### src/rtl/enokida_arb_pkg.sv
// Shared types for the Enokida memory arbiter: FSM states, owner encoding and
// the starvation counter width.
package enokida_arb_pkg;

  typedef enum logic [1:0] {
    StIdle,
    StAddr,
    StResp
  } arb_state_e;

  typedef enum logic {
    OwnM0 = 1'b0,
    OwnM1 = 1'b1
  } owner_e;

  // Wide enough for any starvation limit in 1..15.
  localparam int unsigned StarveCntWidth = 4;

endpackage

### src/rtl/enokida_mem_arbiter_if.sv
// Bundle of the two requester ports, the shared memory port and the per-master
// completion counters seen by the Enokida memory arbiter.
interface enokida_mem_arbiter_if #(
  parameter int unsigned ADDR_WIDTH = 16,
  parameter int unsigned DATA_WIDTH = 32
);
  localparam int unsigned BeWidth = DATA_WIDTH / 8;

  logic                  m0_req_i;
  logic [ADDR_WIDTH-1:0] m0_addr_i;
  logic                  m0_we_i;
  logic [BeWidth-1:0]    m0_be_i;
  logic [DATA_WIDTH-1:0] m0_wdata_i;
  logic                  m0_gnt_o;
  logic                  m0_rvalid_o;
  logic [DATA_WIDTH-1:0] m0_rdata_o;

  logic                  m1_req_i;
  logic [ADDR_WIDTH-1:0] m1_addr_i;
  logic                  m1_we_i;
  logic [BeWidth-1:0]    m1_be_i;
  logic [DATA_WIDTH-1:0] m1_wdata_i;
  logic                  m1_gnt_o;
  logic                  m1_rvalid_o;
  logic [DATA_WIDTH-1:0] m1_rdata_o;
  logic                  m1_enable_i;

  logic                  mem_req_o;
  logic [ADDR_WIDTH-1:0] mem_addr_o;
  logic                  mem_we_o;
  logic [BeWidth-1:0]    mem_be_o;
  logic [DATA_WIDTH-1:0] mem_wdata_o;
  logic                  mem_gnt_i;
  logic                  mem_rvalid_i;
  logic [DATA_WIDTH-1:0] mem_rdata_i;

  logic [31:0]           m0_grants_o;
  logic [31:0]           m1_grants_o;

  // Arbiter side.
  modport slave (
    input  m0_req_i, m0_addr_i, m0_we_i, m0_be_i, m0_wdata_i,
    output m0_gnt_o, m0_rvalid_o, m0_rdata_o,
    input  m1_req_i, m1_addr_i, m1_we_i, m1_be_i, m1_wdata_i, m1_enable_i,
    output m1_gnt_o, m1_rvalid_o, m1_rdata_o,
    output mem_req_o, mem_addr_o, mem_we_o, mem_be_o, mem_wdata_o,
    input  mem_gnt_i, mem_rvalid_i, mem_rdata_i,
    output m0_grants_o, m1_grants_o
  );

  // Environment side: requesters plus memory.
  modport master (
    output m0_req_i, m0_addr_i, m0_we_i, m0_be_i, m0_wdata_i,
    input  m0_gnt_o, m0_rvalid_o, m0_rdata_o,
    output m1_req_i, m1_addr_i, m1_we_i, m1_be_i, m1_wdata_i, m1_enable_i,
    input  m1_gnt_o, m1_rvalid_o, m1_rdata_o,
    input  mem_req_o, mem_addr_o, mem_we_o, mem_be_o, mem_wdata_o,
    output mem_gnt_i, mem_rvalid_i, mem_rdata_i,
    input  m0_grants_o, m1_grants_o
  );

endinterface

### src/rtl/enokida_arb_pick.sv
// Combinational owner selection: M0 has fixed priority unless M1 has been
// passed over STARVE_LIMIT times in a row.
module enokida_arb_pick
  import enokida_arb_pkg::*;
#(
  parameter int unsigned STARVE_LIMIT = 4
) (
  input  logic                      m0_req_i,
  input  logic                      m1_req_i,
  input  logic                      m1_enable_i,
  input  logic [StarveCntWidth-1:0] starve_cnt_i,
  output logic                      pick_valid_o,
  output owner_e                    pick_owner_o
);

  localparam logic [StarveCntWidth-1:0] StarveMax = StarveCntWidth'(STARVE_LIMIT);

  logic m1_contending;
  assign m1_contending = m1_req_i & m1_enable_i;

  always_comb begin
    pick_valid_o = 1'b1;
    pick_owner_o = OwnM0;
    if (m1_contending && (starve_cnt_i == StarveMax)) begin
      pick_owner_o = OwnM1;
    end else if (m0_req_i) begin
      pick_owner_o = OwnM0;
    end else if (m1_contending) begin
      pick_owner_o = OwnM1;
    end else begin
      pick_valid_o = 1'b0;
    end
  end

endmodule

### src/rtl/enokida_mem_arbiter.sv
// Two-master arbiter for a single RI5CY-style memory port: one outstanding
// transaction, responses routed back to the owner, completions counted.
module enokida_mem_arbiter
  import enokida_arb_pkg::*;
#(
  parameter int unsigned ADDR_WIDTH   = 16,
  parameter int unsigned DATA_WIDTH   = 32,
  parameter int unsigned STARVE_LIMIT = 4
) (
  input logic                  clk,
  input logic                  rst_n,
  enokida_mem_arbiter_if.slave bus
);

  localparam int unsigned BeWidth = DATA_WIDTH / 8;
  localparam logic [StarveCntWidth-1:0] StarveMax = StarveCntWidth'(STARVE_LIMIT);

  arb_state_e                state_q, state_d;
  owner_e                    owner_q, owner_d;
  logic [StarveCntWidth-1:0] starve_q, starve_d;
  logic [31:0]               m0_cnt_q, m0_cnt_d;
  logic [31:0]               m1_cnt_q, m1_cnt_d;

  logic                      pick_valid;
  owner_e                    pick_owner;
  logic                      m1_contending;
  logic                      owner_req;

  logic                      mem_req;
  logic [ADDR_WIDTH-1:0]     mem_addr;
  logic                      mem_we;
  logic [BeWidth-1:0]        mem_be;
  logic [DATA_WIDTH-1:0]     mem_wdata;
  logic                      m0_gnt, m1_gnt;
  logic                      m0_rvalid, m1_rvalid;
  logic [DATA_WIDTH-1:0]     m0_rdata, m1_rdata;

  enokida_arb_pick #(
    .STARVE_LIMIT(STARVE_LIMIT)
  ) u_pick (
    .m0_req_i    (bus.m0_req_i),
    .m1_req_i    (bus.m1_req_i),
    .m1_enable_i (bus.m1_enable_i),
    .starve_cnt_i(starve_q),
    .pick_valid_o(pick_valid),
    .pick_owner_o(pick_owner)
  );

  assign m1_contending = bus.m1_req_i & bus.m1_enable_i;
  assign owner_req     = (owner_q == OwnM1) ? bus.m1_req_i : bus.m0_req_i;

  always_comb begin
    state_d   = state_q;
    owner_d   = owner_q;
    starve_d  = starve_q;
    m0_cnt_d  = m0_cnt_q;
    m1_cnt_d  = m1_cnt_q;
    mem_req   = 1'b0;
    mem_addr  = '0;
    mem_we    = 1'b0;
    mem_be    = '0;
    mem_wdata = '0;
    m0_gnt    = 1'b0;
    m1_gnt    = 1'b0;
    m0_rvalid = 1'b0;
    m1_rvalid = 1'b0;
    m0_rdata  = '0;
    m1_rdata  = '0;

    case (state_q)
      StIdle: begin
        if (pick_valid) begin
          state_d = StAddr;
          owner_d = pick_owner;
        end
        // Count only M0 wins that actually made a contending M1 wait.
        if (pick_valid && (pick_owner == OwnM1)) begin
          starve_d = '0;
        end else if (pick_valid && m1_contending) begin
          starve_d = (starve_q == StarveMax) ? starve_q : starve_q + StarveCntWidth'(1);
        end else if (!m1_contending) begin
          starve_d = '0;
        end
      end
      StAddr: begin
        mem_req = 1'b1;
        unique case (owner_q)
          OwnM0: begin
            mem_addr  = bus.m0_addr_i;
            mem_we    = bus.m0_we_i;
            mem_be    = bus.m0_be_i;
            mem_wdata = bus.m0_wdata_i;
            m0_gnt    = bus.mem_gnt_i;
          end
          OwnM1: begin
            mem_addr  = bus.m1_addr_i;
            mem_we    = bus.m1_we_i;
            mem_be    = bus.m1_be_i;
            mem_wdata = bus.m1_wdata_i;
            m1_gnt    = bus.mem_gnt_i;
          end
        endcase
        if (bus.mem_gnt_i) begin
          state_d = StResp;
        end
      end
      StResp: begin
        if (bus.mem_rvalid_i) begin
          state_d = StIdle;
          unique case (owner_q)
            OwnM0: begin
              m0_rvalid = 1'b1;
              m0_rdata  = bus.mem_rdata_i;
              m0_cnt_d  = m0_cnt_q + 32'd1;
            end
            OwnM1: begin
              m1_rvalid = 1'b1;
              m1_rdata  = bus.mem_rdata_i;
              m1_cnt_d  = m1_cnt_q + 32'd1;
            end
          endcase
        end
      end
      default: state_d = StIdle;
    endcase
  end

  always_ff @(posedge clk or negedge rst_n) begin
    if (!rst_n) begin
      state_q  <= StIdle;
      owner_q  <= OwnM0;
      starve_q <= '0;
      m0_cnt_q <= '0;
      m1_cnt_q <= '0;
    end else begin
      state_q  <= state_d;
      owner_q  <= owner_d;
      starve_q <= starve_d;
      m0_cnt_q <= m0_cnt_d;
      m1_cnt_q <= m1_cnt_d;
    end
  end

  assign bus.mem_req_o   = mem_req;
  assign bus.mem_addr_o  = mem_addr;
  assign bus.mem_we_o    = mem_we;
  assign bus.mem_be_o    = mem_be;
  assign bus.mem_wdata_o = mem_wdata;
  assign bus.m0_gnt_o    = m0_gnt;
  assign bus.m1_gnt_o    = m1_gnt;
  assign bus.m0_rvalid_o = m0_rvalid;
  assign bus.m1_rvalid_o = m1_rvalid;
  assign bus.m0_rdata_o  = m0_rdata;
  assign bus.m1_rdata_o  = m1_rdata;
  assign bus.m0_grants_o = m0_cnt_q;
  assign bus.m1_grants_o = m1_cnt_q;

  // The owner must keep its request up until the memory grants it.
  owner_req_held: assert property (
    @(posedge clk) disable iff (!rst_n) (state_q == StAddr) |-> owner_req
  );

endmodule

### src/flat_wrapper.sv
// flat-port wrapper written by rule: the top's interface ports become plain ports
module enokida_mem_arbiter_flat import enokida_arb_pkg::*;
#(
  parameter int unsigned ADDR_WIDTH   = 16,
  parameter int unsigned DATA_WIDTH   = 32,
  parameter int unsigned STARVE_LIMIT = 4
)
  (clk, rst_n, bus_m0_req_i, bus_m0_addr_i, bus_m0_we_i, bus_m0_be_i, bus_m0_wdata_i, bus_m0_gnt_o, bus_m0_rvalid_o, bus_m0_rdata_o, bus_m1_req_i, bus_m1_addr_i, bus_m1_we_i, bus_m1_be_i, bus_m1_wdata_i, bus_m1_enable_i, bus_m1_gnt_o, bus_m1_rvalid_o, bus_m1_rdata_o, bus_mem_req_o, bus_mem_addr_o, bus_mem_we_o, bus_mem_be_o, bus_mem_wdata_o, bus_mem_gnt_i, bus_mem_rvalid_i, bus_mem_rdata_i, bus_m0_grants_o, bus_m1_grants_o);
  enokida_mem_arbiter_if #(.ADDR_WIDTH(ADDR_WIDTH), .DATA_WIDTH(DATA_WIDTH)) bus_i ();
  input logic clk;
  input logic rst_n;
  input wire logic [$bits(bus_i.m0_req_i)-1:0] bus_m0_req_i;
  input wire logic [$bits(bus_i.m0_addr_i)-1:0] bus_m0_addr_i;
  input wire logic [$bits(bus_i.m0_we_i)-1:0] bus_m0_we_i;
  input wire logic [$bits(bus_i.m0_be_i)-1:0] bus_m0_be_i;
  input wire logic [$bits(bus_i.m0_wdata_i)-1:0] bus_m0_wdata_i;
  output wire logic [$bits(bus_i.m0_gnt_o)-1:0] bus_m0_gnt_o;
  output wire logic [$bits(bus_i.m0_rvalid_o)-1:0] bus_m0_rvalid_o;
  output wire logic [$bits(bus_i.m0_rdata_o)-1:0] bus_m0_rdata_o;
  input wire logic [$bits(bus_i.m1_req_i)-1:0] bus_m1_req_i;
  input wire logic [$bits(bus_i.m1_addr_i)-1:0] bus_m1_addr_i;
  input wire logic [$bits(bus_i.m1_we_i)-1:0] bus_m1_we_i;
  input wire logic [$bits(bus_i.m1_be_i)-1:0] bus_m1_be_i;
  input wire logic [$bits(bus_i.m1_wdata_i)-1:0] bus_m1_wdata_i;
  input wire logic [$bits(bus_i.m1_enable_i)-1:0] bus_m1_enable_i;
  output wire logic [$bits(bus_i.m1_gnt_o)-1:0] bus_m1_gnt_o;
  output wire logic [$bits(bus_i.m1_rvalid_o)-1:0] bus_m1_rvalid_o;
  output wire logic [$bits(bus_i.m1_rdata_o)-1:0] bus_m1_rdata_o;
  output wire logic [$bits(bus_i.mem_req_o)-1:0] bus_mem_req_o;
  output wire logic [$bits(bus_i.mem_addr_o)-1:0] bus_mem_addr_o;
  output wire logic [$bits(bus_i.mem_we_o)-1:0] bus_mem_we_o;
  output wire logic [$bits(bus_i.mem_be_o)-1:0] bus_mem_be_o;
  output wire logic [$bits(bus_i.mem_wdata_o)-1:0] bus_mem_wdata_o;
  input wire logic [$bits(bus_i.mem_gnt_i)-1:0] bus_mem_gnt_i;
  input wire logic [$bits(bus_i.mem_rvalid_i)-1:0] bus_mem_rvalid_i;
  input wire logic [$bits(bus_i.mem_rdata_i)-1:0] bus_mem_rdata_i;
  output wire logic [$bits(bus_i.m0_grants_o)-1:0] bus_m0_grants_o;
  output wire logic [$bits(bus_i.m1_grants_o)-1:0] bus_m1_grants_o;
  assign bus_i.m0_req_i = bus_m0_req_i;
  assign bus_i.m0_addr_i = bus_m0_addr_i;
  assign bus_i.m0_we_i = bus_m0_we_i;
  assign bus_i.m0_be_i = bus_m0_be_i;
  assign bus_i.m0_wdata_i = bus_m0_wdata_i;
  assign bus_m0_gnt_o = bus_i.m0_gnt_o;
  assign bus_m0_rvalid_o = bus_i.m0_rvalid_o;
  assign bus_m0_rdata_o = bus_i.m0_rdata_o;
  assign bus_i.m1_req_i = bus_m1_req_i;
  assign bus_i.m1_addr_i = bus_m1_addr_i;
  assign bus_i.m1_we_i = bus_m1_we_i;
  assign bus_i.m1_be_i = bus_m1_be_i;
  assign bus_i.m1_wdata_i = bus_m1_wdata_i;
  assign bus_i.m1_enable_i = bus_m1_enable_i;
  assign bus_m1_gnt_o = bus_i.m1_gnt_o;
  assign bus_m1_rvalid_o = bus_i.m1_rvalid_o;
  assign bus_m1_rdata_o = bus_i.m1_rdata_o;
  assign bus_mem_req_o = bus_i.mem_req_o;
  assign bus_mem_addr_o = bus_i.mem_addr_o;
  assign bus_mem_we_o = bus_i.mem_we_o;
  assign bus_mem_be_o = bus_i.mem_be_o;
  assign bus_mem_wdata_o = bus_i.mem_wdata_o;
  assign bus_i.mem_gnt_i = bus_mem_gnt_i;
  assign bus_i.mem_rvalid_i = bus_mem_rvalid_i;
  assign bus_i.mem_rdata_i = bus_mem_rdata_i;
  assign bus_m0_grants_o = bus_i.m0_grants_o;
  assign bus_m1_grants_o = bus_i.m1_grants_o;
  enokida_mem_arbiter #(.ADDR_WIDTH(ADDR_WIDTH), .DATA_WIDTH(DATA_WIDTH), .STARVE_LIMIT(STARVE_LIMIT)) u_core (.clk(clk), .rst_n(rst_n), .bus(bus_i));
endmodule
### config.mk
export PLATFORM = sky130hd
export DESIGN_NAME = enokida_mem_arbiter_flat
export DESIGN_NICKNAME = d
export VERILOG_FILES = /design/src/rtl/enokida_arb_pkg.sv /design/src/rtl/enokida_mem_arbiter_if.sv /design/src/rtl/enokida_arb_pick.sv /design/src/rtl/enokida_mem_arbiter.sv /design/src/flat_wrapper.sv
export SDC_FILE = /design/constraint.sdc
export NUM_CORES = 1
export LEC_CHECK = 0
export CAP_MARGIN = 15
export CORE_AREA = 4 4 126 128
export CTS_BUF_LIST = sky130_fd_sc_hd__clkbuf_16
export DETAILED_ROUTE_END_ITERATION = 10
export DIE_AREA = 0 0 130 132
export GPL_TIMING_DRIVEN = 0
export HOLD_SLACK_MARGIN = 0.06
export PLACE_DENSITY = 0.74
export SYNTH_ARGS = -nofsm -noshare
export SYNTH_HDL_FRONTEND = slang
export SYNTH_SLANG_ARGS = --single-unit
### constraint.sdc
create_clock -name clk -period 3.5 [get_ports clk]
set_clock_uncertainty 0.2 [all_clocks]
set_input_delay 1.05 -clock clk [delete_from_list [all_inputs] [get_ports clk]]
set_output_delay 1.05 -clock clk [all_outputs]
set_load 0.1 [all_outputs]
==> flow_summary_export.csv, run 1 <==
group,metric,value,unit
status,status,"finished, final reports clean",
power_and_ir_drop,sw_frac_of_total,0.619,
logic_synthesis,yosysWarnings,0,
global_route,grt_max_degree,72,
critical_path,critical_path.max_fanout,1,
cells_and_area,utilization,0.588,
global_route,overflow,0,
clock_network,ctsHoldBuffers,0,
logic_synthesis,yosysTopAreaCell,"dfrtp_1",
sta,fmax,289,MHz
drt,postRouteAntennaNets,0,
logic_synthesis,ys.flop_type,"dfrtp_1",
die,start_util,0.309,
die,num_rows,45,
clock_network,clkLatencyLatePin,340,ps
logic_synthesis,synth_edf_count,0,
critical_path,slowest_stage,"clkdlybuf4s50_1",
clock_network,clkTransAtPathRegs,60,ps
logic_synthesis,ys_ff_latch,71,
power_and_ir_drop,p_leak,0.00392,uW
power_and_ir_drop,power_frac_comb,0.715,
critical_path,arrival,2210,ps
die,dieHeight,132,microns
critical_path,cp_data_required_time,2250,ps
cells_and_area,syn2layout_area_growth,90.0,%
drt,drc,0,
placed_design,dpl.hpwl,15300,microns
cells_and_area,antenna_cells,0,
logic_synthesis,yosys-top-cells-area,"dfrtp_1, mux2i_1, and2_1, xnor2_1, xor2_1",
drt,first_iter_violations,239,
logic_synthesis,ys_seq_area_frac,0.386,
global_route,grt_pass1_wl,28400,microns
cells_and_area,final_nets,997,
clock_network,cts_tree,"done",
sta,slew_headroom,0.271,
logic_synthesis,synth_area,4600,sq um
power_and_ir_drop,clkPwrFrac,0.133,
power_and_ir_drop,p_int,2390,uW
placed_design,portBuffers,330,
sta,drv_slew,0,
placed_design,gp_congestion,0.818,
global_route,antenna_found_initial,1,
clock_network,clkSinkCount,71,
logic_synthesis,synth.most_common_cell,"dfrtp_1",
sta,fin_tns_setup,0,ps
critical_path,endpoint_kind,"output pin",
drt,drt_pre_antenna_iters,4,
cells_and_area,drive_above_1_share,0.342,
drt,totalWireLength,18800,microns
clock_network,clock_path_buffers,2,
cells_and_area,fill_cells,1342,
logic_synthesis,synth_top_area_share,0.386,
critical_path,cpPeakStageDelay,400,ps
global_route,grt_pass1_vias,4854,
die,io_pins,331,
flow_run,cap_violations,0,
logic_synthesis,synth_cell_type_count,39,
sta,period_share,0.989,
clock_network,htree_levels,3,
logic_synthesis,avgSynthCellArea,9.13,sq um
power_and_ir_drop,p_per_area,716,nW/um^2
hold_path,hold_path.class,"reg2reg",
logic_synthesis,synth_cells,504,
clock_network,cts_buffers,9,
critical_path,critPathTopFamily,"buffers and inverters",
logic_synthesis,synthArstFlopShare,1.00,
logic_synthesis,ys_top_cells_by_count,"dfrtp_1, and2_1, nor2_1",
die,core,14900,sq um
critical_path,critPathKind,"in2out",
power_and_ir_drop,pwr-share-seq,0.152,
drt,num_vias,4916,
drt,wl_per_cell,18.0,microns
logic_synthesis,syn_nets,653,
die,die_x,130,microns
critical_path,startpoint_type,"input pin",
global_route,track_usage,0.213,
power_and_ir_drop,switchingPower,3870,uW
sta,setup_viol,0,
clock_network,cts_root_buffer,"clkbuf_16",
drt,routed_via_density,4.72,
critical_path,cp_num_buf_inv,2,
sta,hold_violations,0,
sta,period_minus_slack,3460,ps
sta,worst_pin_slew,1090,ps
die,die_area,17200,sq um
power_and_ir_drop,ir_worst_vdd,0.000539,V
critical_path,crit_chain,"clkdlybuf4s50_1, mux2i_1, nor2_2, buf_4",
[power groups by stage]
stage | Combinational, uW | Sequential, uW | Clock (uW)
5_1_grt | 4630 | 961 | 887
4_1_cts | 4480 | 950 | 852
2_1_floorplan | 3230 | 1150 | 0
6_report | 4480 | 949 | 832
3_3_place_gp | 4550 | 955 | 0
3_5_place_dp | 4560 | 957 | 0
[path summary, 6_finish.rpt]
check	from	end	slack, ps	cells after the start
worst max-delay path	bus_m1_addr_i[3]	bus_mem_addr_o[3]	40	4
worst min-delay path	u_core.bus.m1_grants_o[31]	u_core.bus.m1_grants_o[31]	280	1
worst max register to register	u_core.owner_q	u_core.bus.m0_grants_o[30]	970	7
worst min register to register	u_core.bus.m1_grants_o[31]	u_core.bus.m1_grants_o[31]	280	1
max in group asynchronous	rst_n	u_core.bus.m0_grants_o[8]	1870	1
min in group asynchronous	rst_n	u_core.bus.m1_grants_o[17]	620	1
[sequential cells by signal, indices dropped and copies added, names as in the netlist]
register,cells
u_core.bus.m0_grants_o,32
u_core.owner_q,1
u_core.state_q,2
u_core.bus.m1_grants_o,32
u_core.starve_q,4
[layer usage]
metal	vias to the layer above	global-route usage	wire, microns
met5	-	0	13
met4	2	0.0664	433
met3	25	0.0673	1500
met2	174	0.354	9380
met1	2308	0.263	7450
li1	2407	-	-
[cells in the final DEF (no fill, tap or decap), types with 4 or more instances in the layout]
cell type	n
inv_1	12
xnor2_1	33
buf_12	18
buf_6	34
ha_1	4
and2_2	50
xor2_1	29
nor3_1	14
nor4_1	9
nor2_1	14
nor2_2	52
clkbuf_4	35
and3_1	7
nor4_2	4
o21ai_0	4
buf_4	17
buf_2	31
and2_1	7
and2_4	10
and4_1	6
nand4_1	24
clkbuf_2	9
mux2i_1	51
nand3_1	17
clkbuf_16	9
clkdlybuf4s50_1	206
nand2_1	34
dfrtp_1	71
[timing repair]
| action | in CTS | in global routing |
|---|---|---|
| endpoints found under the setup margin | 122 | 95 |
| resized for setup | 738 | 93 |
| cloned | 1 | 0 |
| buffers inserted | 2 | 0 |
| pin swaps | 0 | 0 |
[area by class of cell]
| class | count | area [sq um] | share of cell area |
|---|---|---|---|
| Timing Repair Buffer | 333 | 3300 | 0.378 |
| Clock inverter | 7 | 47.5 | 0.00544 |
| Clock buffer | 9 | 225 | 0.0258 |
| Buffer | 24 | 180 | 0.0206 |
| Tap cell | 188 | 235 | 0.0269 |
| Sequential cell | 71 | 1780 | 0.203 |
| Inverter | 14 | 57.6 | 0.00659 |
| Multi-Input combinational cell | 395 | 2910 | 0.333 |
[kinds of logic (layout without fill, tap and decap cells)]
logic type	Yosys count	count (layout)	share of synthesized area
DFF	71	71	0.386
adders and majority gates	4	4	0.0109
buffers and inverters	38	387	0.0351
xor gates and xnor gates	62	62	0.118
muxes	53	53	0.115
AOI/OAI and AO/OA	11	11	0.0158
and+or+nand+nor	265	265	0.319
[through the flow]
stage / instance area, sq um / std cells / setup WS (ps) / total power [uW] / hold slack, ps
global placement: 8360 / 1022 / -1860 / 5510 / 256
global route: 8740 / 1041 / -6.61 / 6480 / 304
floorplan: 4830 / 504 / -117 / 4380 / 282
finish: 8740 / 1041 / 36.9 / 6260 / 279
CTS: 8660 / 1041 / -110 / 6280 / 282
detailed placement: 8360 / 1022 / -1870 / 5520 / 274
No activity file was read; power rests on OpenSTA's default activity.
==> run 2, diff against run 1 <==
- SLEW_MARGIN: unset -> 20
- SYNTH_HIERARCHICAL: unset -> 1
==> run 2 against run 1 <==
  * Synthesized area grew 2.3%
  * Combinational power shrank 5.8%
  * Clock power grew 15%
  * Worst hold slack gained 3.3 ps
  * Wire length shrank 3.9%
  * Global-route usage shrank 1.0 points
  * Cell count grew 0.67%
  * Final area grew 2.3%
  * Sequential power shrank 2%
  * Fmax is essentially flat
  * First-iteration DRC count grew 48%
  * Largest power group unchanged
==> flow_summary_export.csv, run 2 <==
group,metric,value,unit
status,status,"finished, final reports clean",
power_and_ir_drop,clkPwrFrac,0.157,
hold_path,hold_path.class,"reg2reg",
cells_and_area,drive_above_1_share,0.342,
clock_network,cts_root_buffer,"clkbuf_16",
global_route,grt_pass1_vias,4908,
clock_network,cts_buffers,9,
logic_synthesis,synth_top_area_share,0.378,
logic_synthesis,ys_ff_latch,71,
global_route,grt_max_degree,55,
placed_design,place_ws,-1870,ps
critical_path,slowest_stage,"clkdlybuf4s50_1",
placed_design,dp_cells,1032,
drt,postRouteAntennaNets,0,
clock_network,cts_tree,"done",
sta,period_minus_slack,3470,ps
flow_run,cap_violations,0,
cells_and_area,syn2layout_area_growth,89.9,%
critical_path,critical_path.max_fanout,1,
clock_network,clock_path_buffers,2,
clock_network,clkSinkCount,71,
die,num_rows,45,
cells_and_area,antenna_cells,0,
power_and_ir_drop,switchingPower,3620,uW
placed_design,dpl.hpwl,14600,microns
clock_network,htree_levels,3,
sta,fin_tns_setup,0,ps
logic_synthesis,syn_nets,662,
critical_path,endpoint_kind,"output pin",
die,start_util,0.316,
drt,routed_via_density,4.77,
sta,drv_slew,0,
critical_path,crit_chain,"clkdlybuf4s50_1, mux2i_1, nor2_2, buf_2",
cells_and_area,final_nets,1005,
cells_and_area,utilization,0.601,
logic_synthesis,synth_edf_count,0,
cells_and_area,stdcell_count,1048,
drt,totalWireLength,18000,microns
logic_synthesis,synth_cells,513,
placed_design,gp_congestion,0.856,
critical_path,cpPeakStageDelay,490,ps
sta,worst_pin_slew,1050,ps
clock_network,ctsHoldBuffers,0,
critical_path,critPathKind,"in2out",
power_and_ir_drop,sw_frac_of_total,0.593,
global_route,grt_pass1_wl,27600,microns
power_and_ir_drop,power_frac_comb,0.691,
logic_synthesis,synthArstFlopShare,1.00,
sta,fin_ws,34.5,ps
sta,hold_violations,0,
die,io_pins,331,
logic_synthesis,yosysWarnings,6,
global_route,track_usage,0.203,
power_and_ir_drop,p_per_area,683,nW/um^2
drt,first_iter_violations,353,
drt,drc,0,
clock_network,clkLatencyLatePin,330,ps
logic_synthesis,synth.most_common_cell,"dfrtp_1",
logic_synthesis,ys_top_cells_by_count,"dfrtp_1, and2_1, nor2_1",
global_route,antenna_found_initial,0,
sta,rsz0062_at_grt,"no",
critical_path,cp_data_required_time,2250,ps
placed_design,portBuffers,330,
die,dieHeight,132,microns
cells_and_area,final_common_cell,"clkdlybuf4s50_1",
logic_synthesis,synth_area,4700,sq um
logic_synthesis,synth_cell_type_count,41,
die,die_area,17200,sq um
logic_synthesis,ys.flop_type,"dfrtp_1",
drt,drt_pre_antenna_iters,7,
critical_path,startpoint_type,"input pin",
drt,wl_per_cell,17.2,microns
logic_synthesis,yosys-top-cells-area,"dfrtp_1, mux2i_1, and2_1, xnor2_1, xor2_1",
sta,fmax,289,MHz
power_and_ir_drop,ir_worst_vdd,0.000594,V
sta,slew_headroom,0.299,
global_route,overflow,0,
power_and_ir_drop,pwr-share-seq,0.152,
die,die_x,130,microns
die,core,14900,sq um
power_and_ir_drop,p_int,2480,uW
drt,num_vias,4994,
logic_synthesis,avgSynthCellArea,9.17,sq um
sta,period_share,0.990,
logic_synthesis,yosysTopAreaCell,"dfrtp_1",
power_and_ir_drop,p_leak,0.00391,uW
clock_network,clkTransAtPathRegs,60,ps
cells_and_area,final_cell_mix,"clkdlybuf4s50_1, dfrtp_1, mux2i_1, nor2_2, and2_2",
sta,setup_viol,0,
logic_synthesis,ys_seq_area_frac,0.378,
critical_path,arrival,2220,ps
==> run 2: layer usage <==
layer,track usage,up-vias,part of all wire
li1,-,2453,-
met5,0,-,0
met2,0.342,180,0.51
met1,0.258,2346,0.40
met3,0.0547,15,0.069
met4,0.0491,0,0.013
==> run 2: cells by family (layout without fill, tap and decap cells) <==
| group | after synthesis | count (layout) | synth area share |
|---|---|---|---|
| AND/OR/NAND/NOR | 269 | 269 | 0.322 |
| flip-flops | 71 | 71 | 0.378 |
| XOR/XNOR | 62 | 62 | 0.115 |
| multiplexers | 56 | 56 | 0.120 |
| buffers and inverters | 39 | 386 | 0.0359 |
| AO/OA/AOI/OAI | 12 | 12 | 0.0186 |
| adder cells (fa/ha/maj) | 4 | 4 | 0.0106 |
==> run 2: path summary, 6_finish.rpt <==
kind | start | to | slack, ps | cells after the start
worst max-delay path | bus_m0_we_i | bus_mem_we_o | 30 | 4
worst min-delay path | u_core/bus.m0_grants_o[31] | u_core/bus.m0_grants_o[31] | 280 | 1
worst max register to register | u_core/state_q[0] | u_core/bus.m1_grants_o[27] | 990 | 6
worst min register to register | u_core/bus.m0_grants_o[31] | u_core/bus.m0_grants_o[31] | 280 | 1
max in group asynchronous | rst_n | u_core/state_q[1] | 2160 | 2
min in group asynchronous | rst_n | u_core/bus.m1_grants_o[22] | 390 | 1
==> run 2: power groups by stage <==
stage	registers, uW	clock network [uW]	logic (uW)
2_1_floorplan	1160	0	3090
3_3_place_gp	947	0	4290
3_5_place_dp	949	0	4290
4_1_cts	935	978	4160
5_1_grt	944	1020	4370
6_report	931	958	4220
==> run 2: per-stage QoR <==
| stage | hold WS (ps) | total power (uW) | area, sq um |
|---|---|---|---|
| 6_report | 282 | 6100 | 8930 |
| 5_1_grt | 294 | 6330 | 8930 |
| 4_1_cts | 291 | 6070 | 8830 |
| 3_5_place_dp | 280 | 5240 | 8500 |
| 3_3_place_gp | 257 | 5230 | 8480 |
| 2_1_floorplan | 310 | 4250 | 4940 |
==> run 2: worst max-delay path: cells and delay by family <==
kind / cells / cell delay, ps
buffers and inverters: 2 / 950
muxes: 1 / 110
and+or+nand+nor: 1 / 90
==> run 2: area by class of cell <==
class	count	area (sq um)
fill	1312	5930
timing repair buffer	334	3410
multi-input combinational	403	2990
sequential	71	1780
tap	188	235
clock buffer	9	225
buffer	27	165
clock inverter	6	86.3
inverter	10	42.5
==> run 2: repair_timing <==
action	CTS	global route
resized for setup	787	51
buffers inserted	3	0
pin swaps	1	0
endpoints found under the setup margin	122	75
==> run 3, diff against run 2 <==
- ABC_CLOCK_PERIOD_IN_PS: unset -> 3500
==> results of run 3 <==
The final DEF is identical to that of run 2; final timing and power are the same.
